===== src/rtl/vga_sync.sv =====
// Pixel-rate VGA timing generator: coordinates, active-video qualifier, line/frame
// markers and hsync/vsync with a programmable alignment delay for the sync pair.
`timescale 1ns/1ps
module vga_sync #(
  parameter int h_active   = 640,
  parameter int h_front    = 16,
  parameter int h_sync     = 96,
  parameter int h_back     = 48,
  parameter int v_active   = 480,
  parameter int v_front    = 10,
  parameter int v_sync     = 2,
  parameter int v_back     = 33,
  parameter bit sync_pol   = 1'b0,
  parameter int sync_delay = 1
) (
  input  logic       clk,
  input  logic       reset,
  output logic [9:0] x_px,
  output logic [9:0] y_px,
  output logic       activevideo,
  output logic       line_start,
  output logic       frame_start,
  output logic       hsync,
  output logic       vsync
);

  localparam int h_total = h_active + h_front + h_sync + h_back;
  localparam int v_total = v_active + v_front + v_sync + v_back;

  generate
    if (h_total > 1024 || v_total > 1024) begin : g_bad_total
      $error("vga_sync: h_total and v_total must not exceed 1024");
    end
    if (sync_delay < 0 || sync_delay > 7) begin : g_bad_delay
      $error("vga_sync: sync_delay must be in 0..7");
    end
  endgenerate

  // 11-bit window bounds so a sync window ending exactly at 1024 cannot alias to 0
  localparam logic [9:0]  h_last     = 10'(h_total - 1);
  localparam logic [9:0]  v_last     = 10'(v_total - 1);
  localparam logic [10:0] h_vis_end  = 11'(h_active);
  localparam logic [10:0] v_vis_end  = 11'(v_active);
  localparam logic [10:0] hs_start   = 11'(h_active + h_front);
  localparam logic [10:0] hs_end     = 11'(h_active + h_front + h_sync);
  localparam logic [10:0] vs_start   = 11'(v_active + v_front);
  localparam logic [10:0] vs_end     = 11'(v_active + v_front + v_sync);

  logic [9:0] h_cnt;
  logic [9:0] v_cnt;
  logic       h_vis;
  logic       v_vis;
  logic       hs_raw;
  logic       vs_raw;
  logic       hs_q;
  logic       vs_q;

  always_ff @(posedge clk or posedge reset) begin
    if (reset) begin
      h_cnt <= 10'd0;
      v_cnt <= 10'd0;
    end else if (h_cnt == h_last) begin
      h_cnt <= 10'd0;
      v_cnt <= (v_cnt == v_last) ? 10'd0 : v_cnt + 10'd1;
    end else begin
      h_cnt <= h_cnt + 10'd1;
    end
  end

  always_comb begin
    h_vis  = ({1'b0, h_cnt} < h_vis_end);
    v_vis  = ({1'b0, v_cnt} < v_vis_end);
    hs_raw = ({1'b0, h_cnt} >= hs_start && {1'b0, h_cnt} < hs_end) ? sync_pol : ~sync_pol;
    vs_raw = ({1'b0, v_cnt} >= vs_start && {1'b0, v_cnt} < vs_end) ? sync_pol : ~sync_pol;
  end

  // All coordinate-side outputs come from one register stage so they stay skew-free
  always_ff @(posedge clk or posedge reset) begin
    if (reset) begin
      x_px        <= 10'd0;
      y_px        <= 10'd0;
      activevideo <= 1'b0;
      line_start  <= 1'b0;
      frame_start <= 1'b0;
      hs_q        <= ~sync_pol;
      vs_q        <= ~sync_pol;
    end else begin
      x_px        <= h_cnt;
      y_px        <= v_cnt;
      activevideo <= h_vis && v_vis;
      line_start  <= (h_cnt == 10'd0);
      frame_start <= (h_cnt == 10'd0) && (v_cnt == 10'd0);
      hs_q        <= hs_raw;
      vs_q        <= vs_raw;
    end
  end

  generate
    if (sync_delay == 0) begin : g_no_delay
      assign hsync = hs_q;
      assign vsync = vs_q;
    end else begin : g_delay
      logic [sync_delay-1:0] hs_pipe;
      logic [sync_delay-1:0] vs_pipe;

      // Every stage clears to the idle level so no stale sync pulse survives a reset
      always_ff @(posedge clk or posedge reset) begin
        if (reset) begin
          hs_pipe <= {sync_delay{~sync_pol}};
          vs_pipe <= {sync_delay{~sync_pol}};
        end else begin
          hs_pipe[0] <= hs_q;
          vs_pipe[0] <= vs_q;
          for (int i = 1; i < sync_delay; i++) begin
            hs_pipe[i] <= hs_pipe[i-1];
            vs_pipe[i] <= vs_pipe[i-1];
          end
        end
      end

      assign hsync = hs_pipe[sync_delay-1];
      assign vsync = vs_pipe[sync_delay-1];
    end
  endgenerate

endmodule


===== config.mk =====
export PLATFORM = sky130hd
export DESIGN_NAME = vga_sync
export DESIGN_NICKNAME = d
export VERILOG_FILES = /design/src/rtl/vga_sync.sv
export SDC_FILE = /design/constraint.sdc
export NUM_CORES = 1
export LEC_CHECK = 0
export CAP_MARGIN = 20
export CORE_ASPECT_RATIO = 0.9
export CORE_MARGIN = 4
export CORE_UTILIZATION = 56
export DETAILED_ROUTE_END_ITERATION = 12
export PLACE_DENSITY = 0.82
export SLEW_MARGIN = 20
export SYNTH_ARGS = -nofsm -noshare
export SYNTH_HDL_FRONTEND = slang
export SYNTH_SLANG_ARGS = --single-unit

===== constraint.sdc =====
create_clock -name clk -period 4.26 [get_ports clk]
set_clock_uncertainty 0.2 [all_clocks]
set_input_delay 1.278 -clock clk [delete_from_list [all_inputs] [get_ports clk]]
set_output_delay 1.278 -clock clk [all_outputs]
set_load 0.005 [all_outputs]

==> metrics.txt, run 1 <==
# TYPE chip_impl_metric gauge
chip_impl_metric{name="grt_max_degree",unit=""} 34
chip_impl_metric{name="post_synth_num_cell_types",unit=""} 34
chip_impl_metric{name="drive_above_1_share",unit="%"} 12.4
chip_impl_metric{name="postRouteAntennaNets",unit=""} 0
chip_impl_metric{name="post-dp-hpwl",unit="um"} 2320
chip_impl_metric{name="synthesis.area",unit="um^2"} 1830
chip_impl_metric{name="total_leakage_power",unit="nW"} 0.970
chip_impl_metric{name="timing.reg2reg.worst_path_depth",unit=""} 5
chip_impl_metric{name="synth_sequential_area_ratio",unit="%"} 64.5
chip_impl_metric{name="grt_pass1_vias",unit=""} 1188
chip_impl_metric{name="buffer_ports.inserted",unit=""} 26
chip_impl_info{name="outcome",value="finished clean"} 1
chip_impl_metric{name="gr-usage-all-layers",unit="%"} 18.1
chip_impl_metric{name="final-hold-violation-count",unit=""} 0
chip_impl_metric{name="number_of_ports_placed_on_the_die_boundary",unit=""} 27
chip_impl_metric{name="setup_violations",unit=""} 0
chip_impl_metric{name="drt-pass1-iter-count",unit=""} 4
chip_impl_info{name="tritoncts",value="done"} 1
chip_impl_metric{name="detailroute.via_count",unit=""} 1201
chip_impl_metric{name="crit_path_max_fanout",unit=""} 1
chip_impl_info{name="crit_path_cell_trace",value="clkdlybuf4s50_1"} 1
chip_impl_metric{name="detail_routed_via_count_per_cell",unit=""} 5.48
chip_impl_metric{name="routed_wl",unit="um"} 3210
chip_impl_info{name="critical_path.startpoint_type",value="register"} 1
chip_impl_metric{name="avgRoutedWirePerCell",unit="um"} 14.7
chip_impl_info{name="r2r-end",value="v_cnt[9]"} 1
chip_impl_metric{name="timing.critical_path.slowest_cell_delay",unit="ps"} 540
chip_impl_metric{name="post_synth.cell_area_avg",unit="um^2"} 12.6
chip_impl_metric{name="hold-path-cell-count",unit=""} 0
chip_impl_metric{name="slew-limit-headroom",unit="%"} 57.7
chip_impl_metric{name="htree_levels",unit=""} 2
chip_impl_metric{name="std_cell_rows",unit=""} 19
chip_impl_metric{name="critical_path.n_buffers_inverters",unit=""} 1
chip_impl_metric{name="required",unit="ps"} 2780
chip_impl_metric{name="synth_fp_nets",unit=""} 151
chip_impl_metric{name="antenna_violations_before_repair",unit=""} 0
chip_impl_metric{name="maxCapViolCount",unit=""} 0
chip_impl_metric{name="global_route.overflow_total",unit=""} 0
chip_impl_metric{name="floorplan.die_area",unit="um^2"} 4250
chip_impl_info{name="whs_endpoint",value="vsync"} 1
chip_impl_metric{name="post-route-drc-count",unit=""} 0
chip_impl_metric{name="clk_latency",unit="ps"} 360
chip_impl_info{name="final_common_cell",value="dfrtp_1"} 1
chip_impl_metric{name="cts.repair.resized",unit=""} 0
chip_impl_metric{name="flow.area_growth_from_synthesis",unit="%"} 19.6
chip_impl_metric{name="diodes",unit=""} 0
chip_impl_info{name="holdCritStartpoint",value="vs_q"} 1
chip_impl_metric{name="r2r_slack",unit="ps"} 1950
chip_impl_metric{name="final_min_period_over_clock_period",unit="%"} 67.1
chip_impl_info{name="worst_hold_path_type",value="register to register"} 1
chip_impl_info{name="rsz0062_at_grt",value="no"} 1
chip_impl_metric{name="cts_setup_buffers",unit=""} 0
chip_impl_info{name="setup.worst_path.class",value="register to primary output"} 1
chip_impl_metric{name="p_per_area",unit="nW/um^2"} 298
chip_impl_metric{name="num-nets-final",unit=""} 182
chip_impl_info{name="crit_family",value="flip-flops"} 1
chip_impl_metric{name="die_height",unit="um"} 62.3
chip_impl_metric{name="yosysWarnings",unit=""} 0
chip_impl_metric{name="fin_setup_tns",unit="ps"} 0
chip_impl_metric{name="clk_pin_slew",unit="ps"} 130
chip_impl_metric{name="cts_made_buffers",unit=""} 5
chip_impl_metric{name="initial_utilization",unit="%"} 59.3
chip_impl_metric{name="die_w",unit="um"} 68.3
chip_impl_metric{name="grt_pass1_wl",unit="um"} 5690
chip_impl_metric{name="fin_total_pwr",unit="uW"} 653
chip_impl_info{name="ctsRootBufferMaster",value="clkbuf_4"} 1
chip_impl_info{name="worst_path_max_delay_cell",value="dfstp_2"} 1
chip_impl_metric{name="number_of_synthesized_register_bits",unit=""} 47
chip_impl_metric{name="tightest_slew",unit="ps"} 633
chip_impl_metric{name="maxSlewViolCount",unit=""} 0
chip_impl_metric{name="drt_first_iter_violations",unit=""} 62
chip_impl_metric{name="post_synth_inst_count",unit=""} 145
chip_impl_metric{name="clock.fmax",unit="GHz"} 0.350
chip_impl_metric{name="cts_hold_repair.buffers",unit=""} 0
chip_impl_metric{name="coreArea",unit="um^2"} 3090
chip_impl_metric{name="place.gp.congestion",unit=""} 0.852
chip_impl_metric{name="critical_path_cell_count",unit=""} 1
chip_impl_metric{name="worst_ep_arrival_time",unit="ps"} 1380
chip_impl_metric{name="cts.sinks",unit=""} 47
chip_impl_info{name="timing.rr.start",value="h_cnt[0]"} 1
chip_impl_info{name="worstSetupEndpointType",value="primary output"} 1
chip_impl_info{name="most-common-layout-cells",value="43 x dfrtp_1, 26 x clkdlybuf4s50_1, 9 x nor2_1, 9 x nand2_1, 9 x inv_1"} 1
chip_impl_metric{name="finalWorstPathRequiredPeriod",unit="ps"} 2860
chip_impl_metric{name="vdd.ir_drop.worst",unit="uV"} 225
chip_impl_metric{name="cts_max_path_buffers",unit=""} 2
[metrics by stage]
stage,util (%),worst slack (ps),cell area (um^2),hold WS (ps),cells
3_3_place_gp,69.1,1610,2140,147,211
2_1_floorplan,-,1670,1830,145,145
5_1_grt,70.9,1350,2190,175,219
4_1_cts,70.9,1390,2190,170,219
6_report,70.9,1400,2190,167,219
3_5_place_dp,69.1,1560,2140,152,211
[state kept, by name (all words and copies together) (netlist names)]
register	cells
v_cnt	10
hs_q	1
h_cnt	10
frame_start	1
vs_q	1
y_px	10
hsync	1
vsync	1
line_start	1
activevideo	1
x_px	10
[cell usage after synthesis]
library cell / instances / share of area (%)
o22ai_1: 1 / 0.34
nor3_1: 2 / 0.55
or3_1: 1 / 0.34
nor2_1: 9 / 1.8
or3_4: 1 / 0.61
nand2_2: 1 / 0.34
a21oi_1: 2 / 0.55
dfrtp_1: 43 / 59
o31ai_1: 5 / 2.0
and3_1: 3 / 1.0
o21a_1: 1 / 0.41
nand4_1: 4 / 1.4
nor4_2: 3 / 2.0
xor2_1: 6 / 2.9
nor4b_2: 2 / 1.6
o41ai_1: 1 / 0.48
a21boi_0: 1 / 0.41
and3b_1: 1 / 0.48
xnor2_1: 4 / 1.9
and2_1: 3 / 1.0
inv_1: 10 / 2.0
buf_2: 3 / 0.82
dfstp_2: 4 / 5.7
nand2_1: 9 / 1.8
nor4b_4: 1 / 1.3
nand3_1: 7 / 1.9
nor2b_1: 1 / 0.34
a2bb2oi_1: 1 / 0.48
or4_1: 3 / 1.2
a31oi_1: 1 / 0.34
or2_2: 1 / 0.34
ha_1: 4 / 2.7
o21ai_0: 5 / 1.4
a32oi_1: 1 / 0.48
[cell families (layout without fill, tap and decap cells)]
logic type	after synthesis	after routing	synth area share, %
AOI/OAI and AO/OA	19	19	6.90
DFF	47	47	64.5
adders and majority gates	4	4	2.73
buffers and inverters	13	45	2.87
xor gates and xnor gates	10	10	4.78
and+or+nand+nor	52	52	18.2
[metal layers]
layer	wire length [um]	share of wire [%]	track usage, %	vias to the layer above
met5	0	0	0	-
met4	12	0.37	7.94	0
met3	233	7.3	5.59	2
met2	1500	47	26.1	43
met1	1460	45	24.9	590
li1	-	-	-	566
[layout make-up]
class                   count  area [um^2]
clock buffers               6         41.3
clock inverters             2         12.5
fillers                   221          900
inverters                  10         37.5
multi-input cells          85          598
flip-flops and latches     47         1180
well taps                  42         52.6
repair buffers             27          268
[worst max path at each step]
stage,startpoint,end,slack [ps]
floorplan,reset,activevideo,1670
global placement,reset,y_px[0],1610
detailed placement,reset,v_cnt[0],1560
CTS,vsync,vsync,1390
global route,hsync,hsync,1350
finish,vsync,vsync,1400
[where the power goes]
part           internal (mW)  total [mW]  switching (mW)
logic                0.00148     0.00967         0.00819
clock network         0.0638       0.198           0.134
registers              0.446       0.446               0
total                  0.512       0.653           0.142
(Power assumes the default switching activity.)
==> run 2: changes to the inputs <==
CORE_UTILIZATION = 52   (was 56)
PLACE_DENSITY = 0.77   (was 0.82)
clock period = 2.69 ns   (was 4.26 ns; I/O delays follow)
==> run 2 against run 1 <==
Net effect:
- setup slack worse by 1100 ps
- total power up 100%
- global-route usage down 2.3 points
- first-iteration DRC count up 6.5%
- design area up 4.3%
- cell count up 0.91%
- critical endpoint is now v_cnt[9]
- largest cell class unchanged
- highest routed layer unchanged
==> metrics.txt, run 2 (synthesized netlist as in run 1, its figures left out) <==
# TYPE chip_impl_metric gauge
chip_impl_info{name="holdCritStartpoint",value="vs_q"} 1
chip_impl_info{name="crit_family",value="simple AND/OR/NAND/NOR gates"} 1
chip_impl_info{name="final_common_cell",value="dfrtp_1"} 1
chip_impl_metric{name="placed_cell_area",unit="um^2"} 2150
chip_impl_metric{name="timing.reg2reg.worst_path_depth",unit=""} 5
chip_impl_info{name="ctsRootBufferMaster",value="clkbuf_8"} 1
chip_impl_metric{name="drt-pass1-iter-count",unit=""} 4
chip_impl_info{name="timing.rr.start",value="h_cnt[0]"} 1
chip_impl_metric{name="p_per_area",unit="nW/um^2"} 577
chip_impl_metric{name="seq_power_share",unit="%"} 53.6
chip_impl_metric{name="finalWorstPathRequiredPeriod",unit="ps"} 2350
chip_impl_metric{name="die_w",unit="um"} 70.6
chip_impl_metric{name="power.switching_fraction",unit="%"} 17.9
chip_impl_metric{name="r2r_slack",unit="ps"} 340
chip_impl_metric{name="setup_slack",unit="ps"} 339
chip_impl_metric{name="total_leakage_power",unit="nW"} 1.01
chip_impl_metric{name="routed_wl",unit="um"} 3170
chip_impl_metric{name="setup_violations",unit=""} 0
chip_impl_metric{name="timing.critical_path.slowest_cell_delay",unit="ps"} 620
chip_impl_metric{name="num-nets-final",unit=""} 182
chip_impl_info{name="outcome",value="finished clean"} 1
chip_impl_metric{name="cts_hold_repair.buffers",unit=""} 0
chip_impl_metric{name="slew-limit-headroom",unit="%"} 68.7
chip_impl_metric{name="crit_path_max_fanout",unit=""} 11
chip_impl_metric{name="initial_utilization",unit="%"} 54.2
chip_impl_info{name="rsz0062_at_grt",value="no"} 1
chip_impl_metric{name="worst_ep_arrival_time",unit="ps"} 2380
chip_impl_info{name="crit_start",value="h_cnt[0]"} 1
chip_impl_metric{name="diodes",unit=""} 0
chip_impl_metric{name="clk_latency",unit="ps"} 300
chip_impl_metric{name="cts.repair.resized",unit=""} 0
chip_impl_metric{name="maxCapViolCount",unit=""} 0
chip_impl_info{name="critical_path.startpoint_type",value="register"} 1
chip_impl_metric{name="fill_cells",unit=""} 237
chip_impl_metric{name="final_design_area_no_fill",unit="um^2"} 2280
chip_impl_metric{name="grt_pass1_wl",unit="um"} 5480
chip_impl_metric{name="drive_above_1_share",unit="%"} 11.9
chip_impl_metric{name="flow.area_growth_from_synthesis",unit="%"} 24.7
chip_impl_metric{name="fin_setup_tns",unit="ps"} 0
chip_impl_metric{name="area.sequential",unit="um^2"} 1180
chip_impl_metric{name="cts_made_buffers",unit=""} 5
chip_impl_metric{name="number_of_ports_placed_on_the_die_boundary",unit=""} 27
chip_impl_metric{name="drt_first_iter_violations",unit=""} 66
chip_impl_info{name="whs_endpoint",value="vsync"} 1
chip_impl_metric{name="floorplan.die_area",unit="um^2"} 4540
chip_impl_metric{name="grt_max_degree",unit=""} 48
chip_impl_metric{name="post-route-drc-count",unit=""} 0
chip_impl_info{name="setup.worst_path.class",value="register to register"} 1
chip_impl_metric{name="comb_power_share",unit="%"} 1.3
chip_impl_metric{name="clock.fmax",unit="GHz"} 0.425
chip_impl_metric{name="cts.sinks",unit=""} 47
chip_impl_metric{name="switchingPower",unit="uW"} 236
chip_impl_metric{name="clk_pin_slew",unit="ps"} 80
chip_impl_metric{name="post-dp-hpwl",unit="um"} 2090
chip_impl_metric{name="fin_total_pwr",unit="mW"} 1.32
chip_impl_metric{name="coreArea",unit="um^2"} 3380
chip_impl_info{name="most-common-layout-cells",value="43 x dfrtp_1, 26 x clkdlybuf4s50_1, 9 x nor2_1, 9 x nand2_1, 9 x inv_1"} 1
chip_impl_metric{name="critical_path.n_buffers_inverters",unit=""} 0
chip_impl_metric{name="global_route.overflow_total",unit=""} 0
chip_impl_metric{name="worst_hold_slack",unit="ps"} 160
chip_impl_metric{name="avgRoutedWirePerCell",unit="um"} 14.3
chip_impl_metric{name="maxSlewViolCount",unit=""} 0
chip_impl_metric{name="pre_cts_slack",unit="ps"} 388
chip_impl_metric{name="required",unit="ps"} 2710
chip_impl_info{name="tritoncts",value="done"} 1
chip_impl_metric{name="hold-path-cell-count",unit=""} 0
chip_impl_metric{name="detail_routed_via_count_per_cell",unit=""} 5.43
chip_impl_metric{name="std_cell_rows",unit=""} 20
chip_impl_metric{name="die_height",unit="um"} 64.3
chip_impl_metric{name="postRouteAntennaNets",unit=""} 0
chip_impl_metric{name="cellInternalPower",unit="mW"} 1.08
chip_impl_metric{name="multi_input_comb_area",unit="um^2"} 598
chip_impl_metric{name="power.clock.fraction",unit="%"} 45.1
chip_impl_metric{name="buffer_ports.inserted",unit=""} 26
chip_impl_metric{name="vdd.ir_drop.worst",unit="uV"} 346
chip_impl_info{name="worst_hold_path_type",value="register to register"} 1
chip_impl_metric{name="cts_max_path_buffers",unit=""} 2
chip_impl_metric{name="htree_levels",unit=""} 2
chip_impl_metric{name="grt_pass1_vias",unit=""} 1192
chip_impl_metric{name="antenna_violations_before_repair",unit=""} 0
chip_impl_metric{name="detailroute.via_count",unit=""} 1200
chip_impl_metric{name="final-hold-violation-count",unit=""} 0
chip_impl_info{name="worstSetupEndpointType",value="register"} 1
chip_impl_info{name="worst_path_max_delay_cell",value="or4_1"} 1
chip_impl_info{name="crit_path_cell_trace",value="ha_1 -> and3_1 -> nand3_1 -> or4_1 -> a21oi_1"} 1
chip_impl_metric{name="gr-usage-all-layers",unit="%"} 15.8
chip_impl_metric{name="place.gp.congestion",unit=""} 0.870
chip_impl_metric{name="final_min_period_over_clock_period",unit="%"} 87.4
chip_impl_info{name="r2r-end",value="v_cnt[9]"} 1
chip_impl_metric{name="cts_setup_buffers",unit=""} 0
chip_impl_metric{name="tightest_slew",unit="ps"} 469
-- run 2: worst reg2reg max path, delay by kind of cell, from the launching register on --
kind | cells | cell delay [ps]
AND/OR/NAND/NOR | 3 | 1230
AO/OA/AOI/OAI | 1 | 170
flip-flops | 1 | 430
adder cells (fa/ha/maj) | 1 | 250
-- run 2: per-stage QoR --
stage | util (%) | cells
after global routing | 67.6 | 221
after global placement | 63.7 | 213
after floorplan | - | 145
after CTS | 67.6 | 221
after detailed placement | 63.7 | 213
final | 67.6 | 221
-- run 2: area by class of cell --
cell class / count / area share (%)
sequential: 47 / 51.7
multi-input combinational: 85 / 26.2
timing repair buffer: 27 / 12.3
clock buffer: 6 / 3.18
clock inverter: 2 / 2.63
tap: 44 / 2.41
inverter: 10 / 1.64
-- run 2: how the worst max path moves through the flow --
stage          cells after the start          end
5_1_grt                            5     v_cnt[9]
2_1_floorplan                      1  activevideo
4_1_cts                            5     v_cnt[9]
3_3_place_gp                       5     v_cnt[9]
3_5_place_dp                       5     v_cnt[9]
6_report                           5     v_cnt[9]
-- run 2: routing by layer --
metal / GRT usage (%) / wire length, um / vias to the layer above
met5: 0 / 0 / -
met4: 8.92 / 91 / 0
met3: 4.56 / 197 / 8
met2: 24.9 / 1500 / 40
met1: 19.5 / 1380 / 591
li1: - / - / 561
-- run 2: power by group through the flow --
stage | Combinational [mW] | Sequential [mW] | Clock [mW]
floorplan | 0.0103 | 0.720 | 0
global placement | 0.0181 | 0.720 | 0
detailed placement | 0.0189 | 0.720 | 0
CTS | 0.0189 | 0.706 | 0.607
global route | 0.0213 | 0.706 | 0.650
finish | 0.0176 | 0.706 | 0.594
==> run 3: changes to the inputs <==
CORE_MARGIN = unset   (was 4)
==> run 3 against run 2 <==
Net effect:
- critical path depth stayed put
- critical endpoint unchanged
- via count is 0.17% higher
- register-to-register slack hardly changed
- clock power is 30% lower
- global-route usage is 4.3 points higher
- fmax is 0.42% lower
- die area is 17% lower
- first-iteration DRC count is 50% lower
- flip-flop and latch count stayed put
- cell count stayed put
- highest routed layer unchanged
- design area is 2.2% lower
==> metrics.txt, run 3 (synthesized netlist as in run 1, its figures left out) <==
# TYPE chip_impl_metric gauge
chip_impl_info{name="outcome",value="finished clean"} 1
chip_impl_metric{name="cts_made_buffers",unit=""} 5
chip_impl_metric{name="post-route-drc-count",unit=""} 0
chip_impl_metric{name="setup_violations",unit=""} 0
chip_impl_metric{name="drt_first_iter_violations",unit=""} 33
chip_impl_metric{name="post-dp-hpwl",unit="um"} 2200
chip_impl_metric{name="die_height",unit="um"} 58.3
chip_impl_metric{name="fill_cells",unit=""} 237
chip_impl_metric{name="area.sequential",unit="um^2"} 1180
chip_impl_metric{name="power.switching_fraction",unit="%"} 19.9
chip_impl_metric{name="hold-path-cell-count",unit=""} 0
chip_impl_metric{name="clk_latency",unit="ps"} 290
chip_impl_metric{name="detail_routed_via_count_per_cell",unit=""} 5.44
chip_impl_metric{name="cts.sinks",unit=""} 47
chip_impl_metric{name="cellInternalPower",unit="uW"} 911
chip_impl_metric{name="place.gp.congestion",unit=""} 0.813
chip_impl_metric{name="drt-pass1-iter-count",unit=""} 4
chip_impl_metric{name="comb_power_share",unit="%"} 1.4
chip_impl_metric{name="detailroute.via_count",unit=""} 1202
chip_impl_metric{name="coreArea",unit="um^2"} 3380
chip_impl_metric{name="critical_path.n_buffers_inverters",unit=""} 0
chip_impl_metric{name="flow.area_growth_from_synthesis",unit="%"} 22.0
chip_impl_metric{name="initial_utilization",unit="%"} 54.2
chip_impl_info{name="worst_hold_path_type",value="register to register"} 1
chip_impl_metric{name="clk_pin_slew",unit="ps"} 80
chip_impl_metric{name="vdd.ir_drop.worst",unit="uV"} 360
chip_impl_metric{name="total_leakage_power",unit="nW"} 0.991
chip_impl_metric{name="floorplan.die_area",unit="um^2"} 3760
chip_impl_metric{name="cts_hold_repair.buffers",unit=""} 0
chip_impl_metric{name="seq_power_share",unit="%"} 62.1
chip_impl_metric{name="power.clock.fraction",unit="%"} 36.4
chip_impl_metric{name="multi_input_comb_area",unit="um^2"} 598
chip_impl_info{name="crit_path_cell_trace",value="ha_1 -> and3_1 -> nand3_1 -> or4_1 -> a21oi_1"} 1
chip_impl_metric{name="finalWorstPathRequiredPeriod",unit="ps"} 2360
chip_impl_info{name="setup.worst_path.class",value="register to register"} 1
chip_impl_metric{name="grt_max_degree",unit=""} 18
chip_impl_metric{name="cts_max_path_buffers",unit=""} 2
chip_impl_info{name="critical_path.startpoint_type",value="register"} 1
chip_impl_info{name="tritoncts",value="done"} 1
chip_impl_metric{name="worst_ep_arrival_time",unit="ps"} 2370
chip_impl_metric{name="num-nets-final",unit=""} 183
chip_impl_metric{name="antenna_violations_before_repair",unit=""} 0
chip_impl_info{name="final_common_cell",value="dfrtp_1"} 1
chip_impl_metric{name="tightest_slew",unit="ps"} 563
chip_impl_metric{name="htree_levels",unit=""} 2
chip_impl_info{name="crit_family",value="simple AND/OR/NAND/NOR gates"} 1
chip_impl_metric{name="postRouteAntennaNets",unit=""} 0
chip_impl_metric{name="final_design_area_no_fill",unit="um^2"} 2230
chip_impl_metric{name="buffer_ports.inserted",unit=""} 26
chip_impl_metric{name="p_per_area",unit="nW/um^2"} 509
chip_impl_metric{name="global_route.overflow_total",unit=""} 0
chip_impl_metric{name="number_of_ports_placed_on_the_die_boundary",unit=""} 27
chip_impl_metric{name="required",unit="ps"} 2700
chip_impl_metric{name="final_util",unit="%"} 66.1
chip_impl_metric{name="grt_pass1_wl",unit="um"} 5420
chip_impl_metric{name="fin_setup_tns",unit="ps"} 0
chip_impl_info{name="ctsRootBufferMaster",value="clkbuf_8"} 1
chip_impl_metric{name="critical_path_cell_count",unit=""} 5
chip_impl_metric{name="timing.critical_path.slowest_cell_delay",unit="ps"} 630
chip_impl_metric{name="switchingPower",unit="uW"} 226
chip_impl_metric{name="placedCellCount",unit=""} 214
chip_impl_metric{name="die_w",unit="um"} 64.6
chip_impl_metric{name="std_cell_rows",unit=""} 20
chip_impl_info{name="worst_path_max_delay_cell",value="or4_1"} 1
chip_impl_info{name="worstSetupEndpointType",value="register"} 1
chip_impl_info{name="most-common-layout-cells",value="43 x dfrtp_1, 26 x clkdlybuf4s50_1, 9 x nor2_1, 9 x nand2_1, 9 x inv_1"} 1
chip_impl_metric{name="avgRoutedWirePerCell",unit="um"} 14.5
chip_impl_metric{name="diodes",unit=""} 0
chip_impl_metric{name="cts_setup_buffers",unit=""} 0
chip_impl_metric{name="crit_path_max_fanout",unit=""} 11
chip_impl_metric{name="routed_wl",unit="um"} 3200
chip_impl_metric{name="final-hold-violation-count",unit=""} 0
chip_impl_metric{name="grt_pass1_vias",unit=""} 1149
chip_impl_metric{name="final_min_period_over_clock_period",unit="%"} 87.8
chip_impl_metric{name="timing.reg2reg.worst_path_depth",unit=""} 5
chip_impl_metric{name="maxCapViolCount",unit=""} 0
chip_impl_metric{name="layoutNonFillerInstCount",unit=""} 221
chip_impl_metric{name="clock.fmax",unit="GHz"} 0.424
chip_impl_metric{name="maxSlewViolCount",unit=""} 0
chip_impl_metric{name="gr-usage-all-layers",unit="%"} 20.1
chip_impl_info{name="rsz0062_at_grt",value="no"} 1
chip_impl_metric{name="placed_cell_area",unit="um^2"} 2150
chip_impl_metric{name="fin_total_pwr",unit="mW"} 1.14
chip_impl_metric{name="slew-limit-headroom",unit="%"} 62.2
chip_impl_metric{name="cts.repair.resized",unit=""} 0
chip_impl_metric{name="drive_above_1_share",unit="%"} 12.4
==> run 3: cell count changes in the layout (fill, tap and decap cells not counted), sizes merged <==
| cell | delta |
|---|---|
| bufinv | -2 |
| buf | +1 |
| clkinv | +1 |
==> run 3: worst paths after layout <==
check | start | endpoint | slack, ps
worst max-delay path | h_cnt[0] | v_cnt[9] | 330
worst min-delay path | hs_q | hsync | 160
worst max register to register | h_cnt[0] | v_cnt[9] | 330
worst min register to register | hs_q | hsync | 160
max in group asynchronous | reset | hsync | 1060
min in group asynchronous | reset | v_cnt[4] | 610
==> run 3: layout make-up <==
cell class | count | area share [%]
Tap cell | 44 | 2.46
Multi-Input combinational cell | 85 | 26.8
Clock buffer | 6 | 3.70
Timing Repair Buffer | 28 | 12.3
Inverter | 10 | 1.68
Sequential cell | 47 | 52.9
Clock inverter | 1 | 0.224
==> run 3: worst reg2reg max path, stage by stage (launching register included) <==
cell	delay (ps)
dfrtp_1	430
ha_1	240
and3_1	230
nand3_1	370
or4_1	630
a21oi_1	170
==> run 3: power by group through the flow <==
stage	Sequential, mW	Combinational (mW)	Clock [mW]
floorplan	0.720	0.0103	0
global placement	0.720	0.0167	0
detailed placement	0.720	0.0175	0
CTS	0.706	0.0175	0.421
global route	0.706	0.0197	0.451
finish	0.706	0.0162	0.414
==> run 3: through the flow <==
step	hold WS, ps	setup WS, ps
floorplan	145	574
global placement	146	508
detailed placement	153	360
CTS	165	320
global route	167	161
finish	161	329
==> run 3: metal layers <==
metal / vias up / GRT usage, % / routed length (um)
li1: 562 / - / -
met1: 604 / 26.9 / 1380
met2: 32 / 29.9 / 1590
met3: 4 / 6.20 / 166
met4: 0 / 10.2 / 61
met5: - / 0 / 0
==> RTL change 1: new RTL, settings of run 3 <==
The parameter `sync_pol` goes from 1'b0 to 1'b1.
--- a/src/rtl/vga_sync.sv
+++ b/src/rtl/vga_sync.sv
@@ -10,7 +10,7 @@
   parameter int v_front    = 10,
   parameter int v_sync     = 2,
   parameter int v_back     = 33,
-  parameter bit sync_pol   = 1'b0,
+  parameter bit sync_pol   = 1'b1,
   parameter int sync_delay = 1
 ) (
   input  logic       clk,
Formal check against the unedited RTL: not equivalent (Yosys sat finds a counterexample within 4 cycles, from zero or initial values and one cycle with reset high).
==> RTL change 1 against run 3 <==
  * Power shrank 1.4%
  * Sequential power is essentially flat
  * Sequential share of layout area up 0.58 points
  * Setup slack better by 170 ps
  * Highest routed layer unchanged
  * Via count decreased by 5.2%
  * Synthesized cell count is 4.1% lower
  * Count of clock-buffer cells in the layout increased by 1
  * Design area is 1.5% lower
  * Area after synthesis shrank 2.2%
  * Sequential cell count unchanged
  * Core utilization rose by 3.5 points
  * Non-clock buffer count fell by 1
  * Routed wire length shrank 3.4%
==> RTL change 1: results (changes against run 3) <==
{| class="wikitable"
! Metric !! Value
|-
| Worst Hold Path EP || vsync
|-
| Worst hold start || vs_q
|-
| Worst slew margin relative to its limit || 46.6% (-16 points)
|-
| Internal reg-to-reg setup slack || 500 ps (+170 ps)
|-
| Netlist cell types || 36 (+5.9%)
|-
| Global router's overall resource usage || 20.0% (-0.060 points)
|-
| Fraction of layout cells with a size suffix above 1 || 9.83% (-2.6 points)
|-
| Leading post-synthesis cells by cell area || sky130_fd_sc_hd__dfrtp_1 (66%), sky130_fd_sc_hd__ha_1 (2.8%), sky130_fd_sc_hd__xnor2_1 (2.4%), sky130_fd_sc_hd__xor2_1 (2.4%), sky130_fd_sc_hd__nand3_1 (2.2%)
|-
| Routed wire length || 3090 um (-3.4%)
|-
| Placed Cells || 207 (-3.3%)
|-
| Last weighted congestion value of the routability-driven placer || 0.888 (+9.2%)
|-
| Synthesized netlist net count || 145 (-4.0%)
|-
| Via/cell ratio || 5.30 (-2.5%)
|-
| Longest individual stage delay on the worst path || 650 ps (+20 ps)
|-
| Capturing point of the worst reg2reg path || v_cnt[3]
|-
| Placed inst area || 2120 um^2 (-1.3%)
|-
| Post-detail-place hpwl || 2070 um (-5.9%)
|-
| Maximum fanout encountered on the critical timing path || 7 (-4)
|-
| DP Worst Slack || 516 ps (+156 ps)
|-
| Worst hold slack || 156 ps (-4.66 ps)
|-
| Status || finished, final reports clean
|-
| Number of global-route vias before repair || 1,143 (-0.52%)
|-
| Synth top cells by count || sky130_fd_sc_hd__dfrtp_1 (47), sky130_fd_sc_hd__nand2_1 (10), sky130_fd_sc_hd__nor2_1 (10)
|-
| Worst Setup SP || v_cnt[1]
|-
| Worst Path Arrival || 2170 ps (-200 ps)
|-
| Peak supply drop || 0.405 mV (+13%)
|}
## RTL change 1: layer usage
metal	vias up	global-route usage [%]	routed length (um)
met3	4	4.72	116
met1	554	27.2	1490
li1	554	-	-
met2	28	31.2	1440
met5	-	0	0
met4	0	8.77	51
## RTL change 1: kinds of logic (layout without fill, tap and decap cells)
group,Yosys count,count (layout),synth area share (%)
AND/OR/NAND/NOR,51,51,17.4
flip-flops,47,47,65.6
AO/OA/AOI/OAI,17,17,6.36
XOR/XNOR,10,10,4.89
buffers and inverters,8,42,1.75
adder cells (fa/ha/maj),4,4,2.79
multiplexers,2,2,1.19
## RTL change 1: power by group
part	switching (mW)	total, mW	internal, mW
logic	0.0134	0.0178	0.00443
registers	0	0.706	0.706
clock network	0.215	0.397	0.182
## RTL change 1: final cells by class
cell class                      count  area (um^2)
Sequential cell                    47         1180
Fill cell                         217          961
Multi-Input combinational cell     84          584
Timing Repair Buffer               27          280
Clock buffer                        7         76.3
Tap cell                           42         52.6
Inverter                            7         26.3
Clock inverter                      1         5.00
==> RTL change 2: new RTL, settings of run 3 <==
Made on the original files. Make the reset (`reset`) synchronous in 3 clocked blocks.
--- a/src/rtl/vga_sync.sv
+++ b/src/rtl/vga_sync.sv
@@ -55,7 +55,7 @@
   logic       hs_q;
   logic       vs_q;
 
-  always_ff @(posedge clk or posedge reset) begin
+  always_ff @(posedge clk) begin
     if (reset) begin
       h_cnt <= 10'd0;
       v_cnt <= 10'd0;
@@ -75,7 +75,7 @@
   end
 
   // All coordinate-side outputs come from one register stage so they stay skew-free
-  always_ff @(posedge clk or posedge reset) begin
+  always_ff @(posedge clk) begin
     if (reset) begin
       x_px        <= 10'd0;
       y_px        <= 10'd0;
@@ -104,7 +104,7 @@
       logic [sync_delay-1:0] vs_pipe;
 
       // Every stage clears to the idle level so no stale sync pulse survives a reset
-      always_ff @(posedge clk or posedge reset) begin
+      always_ff @(posedge clk) begin
         if (reset) begin
           hs_pipe <= {sync_delay{~sync_pol}};
           vs_pipe <= {sync_delay{~sync_pol}};
Function: differs if reset is asserted again (counterexample within 4 cycles, from zero or initial values and one cycle with reset high); with reset held inactive, the same outputs for 10 cycles.
==> RTL change 2 against run 3 <==
  * Setup slack improved by 240 ps
  * Cell count is 14% higher
  * Design area is 2.2% lower
  * Area after synthesis is 0.55% lower
  * Fmax up 11%
  * Sequential cell count stayed put
  * Routed wire length increased by 3.4%
  * Synthesized cell count up 27%
  * Critical path type is now reg -> out
Power is not compared: it rests on default switching activity, and its combinational part moved more than twofold at a synthesized area within 25%.
==> RTL change 2: results (changes against run 3) <==
{| class="wikitable"
! Metric !! Value
|-
| Status || finished, final reports clean
|-
| Leading post-synthesis cells by cell area || sky130_fd_sc_hd__dfxtp_1 (52%), sky130_fd_sc_hd__nor2b_1 (5.8%), sky130_fd_sc_hd__nor2_1 (5.6%), sky130_fd_sc_hd__xor2_1 (3.8%), sky130_fd_sc_hd__ha_1 (2.7%)
|-
| Worst Path Arrival || 1110 ps (-1260 ps)
|-
| Final non-filler cell total || 252 (+14%)
|-
| Global router's overall resource usage || 19.2% (-0.86 points)
|-
| Routed wire length || 3310 um (+3.4%)
|-
| Placed inst area || 2070 um^2 (-3.7%)
|-
| Maximum fanout encountered on the critical timing path || 1 (-10)
|-
| Capturing point of the worst reg2reg path || v_cnt[6]
|-
| Top delay family on crit path || buffers and inverters
|-
| Internal reg-to-reg setup slack || 700 ps (+370 ps)
|-
| Net count reported at finish || 213 (+16%)
|-
| Layout filler cell count || 277 (+17%)
|-
| Largest net degree at the start of global routing || 29 (+11)
|-
| Last weighted congestion value of the routability-driven placer || 0.788 (-3.1%)
|-
| Fraction of layout cells with a size suffix above 1 || 9.13% (-3.3 points)
|-
| Worst hold start || hs_q
|-
| Synth top cells by count || sky130_fd_sc_hd__dfxtp_1 (47), sky130_fd_sc_hd__nor2_1 (27), sky130_fd_sc_hd__nor2b_1 (17)
|-
| Synthesized netlist net count || 190 (+26%)
|-
| Number of global-route vias before repair || 1,168 (+1.7%)
|-
| P&R area growth vs syn || 19.9%
|-
| Longest individual stage delay on the worst path || 500 ps (-130 ps)
|-
| Worst slew margin relative to its limit || 71.2% (+8.9 points)
|-
| Proportion of synthesized flip-flops having asynchronous set or reset || 0% (-100 points)
|-
| Part of the Yosys area used for sequential elements || 51.6% (-13 points)
|-
| Cells on Worst Hold Path || 1 (+1)
|-
| Post-detail-place hpwl || 2300 um (+4.2%)
|-
| Number of buffers added on ports || 26 (unchanged)
|-
| Netlist cell types || 35 (+2.9%)
|-
| Global-route wire length before repair || 5350 um (-1.4%)
|-
| Reg-to-reg critical path startpoint || h_cnt[0]
|}
-- RTL change 2: metrics by stage --
stage / setup slack, ps / hold WS, ps
6_report: 571 / 213
5_1_grt: 516 / 227
4_1_cts: 560 / 215
3_5_place_dp: 422 / 196
3_3_place_gp: 482 / 193
2_1_floorplan: 862 / 189
-- RTL change 2: layout make-up --
cell class                      instances  share of cell area, %
Sequential cell                        47                   43.1
Multi-Input combinational cell        118                   35.4
Timing Repair Buffer                   27                   12.3
Clock buffer                            6                   3.78
Tap cell                               44                   2.52
Clock inverter                          2                   1.60
Inverter                                8                   1.37
-- RTL change 2: metal layers --
layer  track usage, %  share of wire, %
met5                0                 0
met2             29.0                46
met1             24.9                48
met4             8.25               1.5
met3             6.69               5.3
-- RTL change 2: worst max path at each step --
| stage | start | endpoint | slack (ps) | cells past startpoint |
|---|---|---|---|---|
| after floorplan | reset | frame_start | 860 | 5 |
| after global placement | reset | h_cnt[9] | 480 | 4 |
| after detailed placement | reset | h_cnt[3] | 420 | 4 |
| after CTS | y_px[8] | y_px[8] | 560 | 1 |
| after global routing | y_px[2] | y_px[2] | 520 | 1 |
| final | y_px[8] | y_px[8] | 570 | 1 |
-- RTL change 2: logic make-up (layout without fill, tap and decap cells) --
| family | Yosys count | after routing | share of synthesized area [%] |
|---|---|---|---|
| flops | 47 | 47 | 51.6 |
| mux | 2 | 2 | 1.10 |
| buf+inv | 19 | 43 | 5.91 |
| xor+xnor | 13 | 13 | 6.25 |
| compound gates | 10 | 10 | 3.37 |
| fa+ha+maj | 4 | 4 | 2.75 |
| simple gates | 89 | 89 | 29.0 |
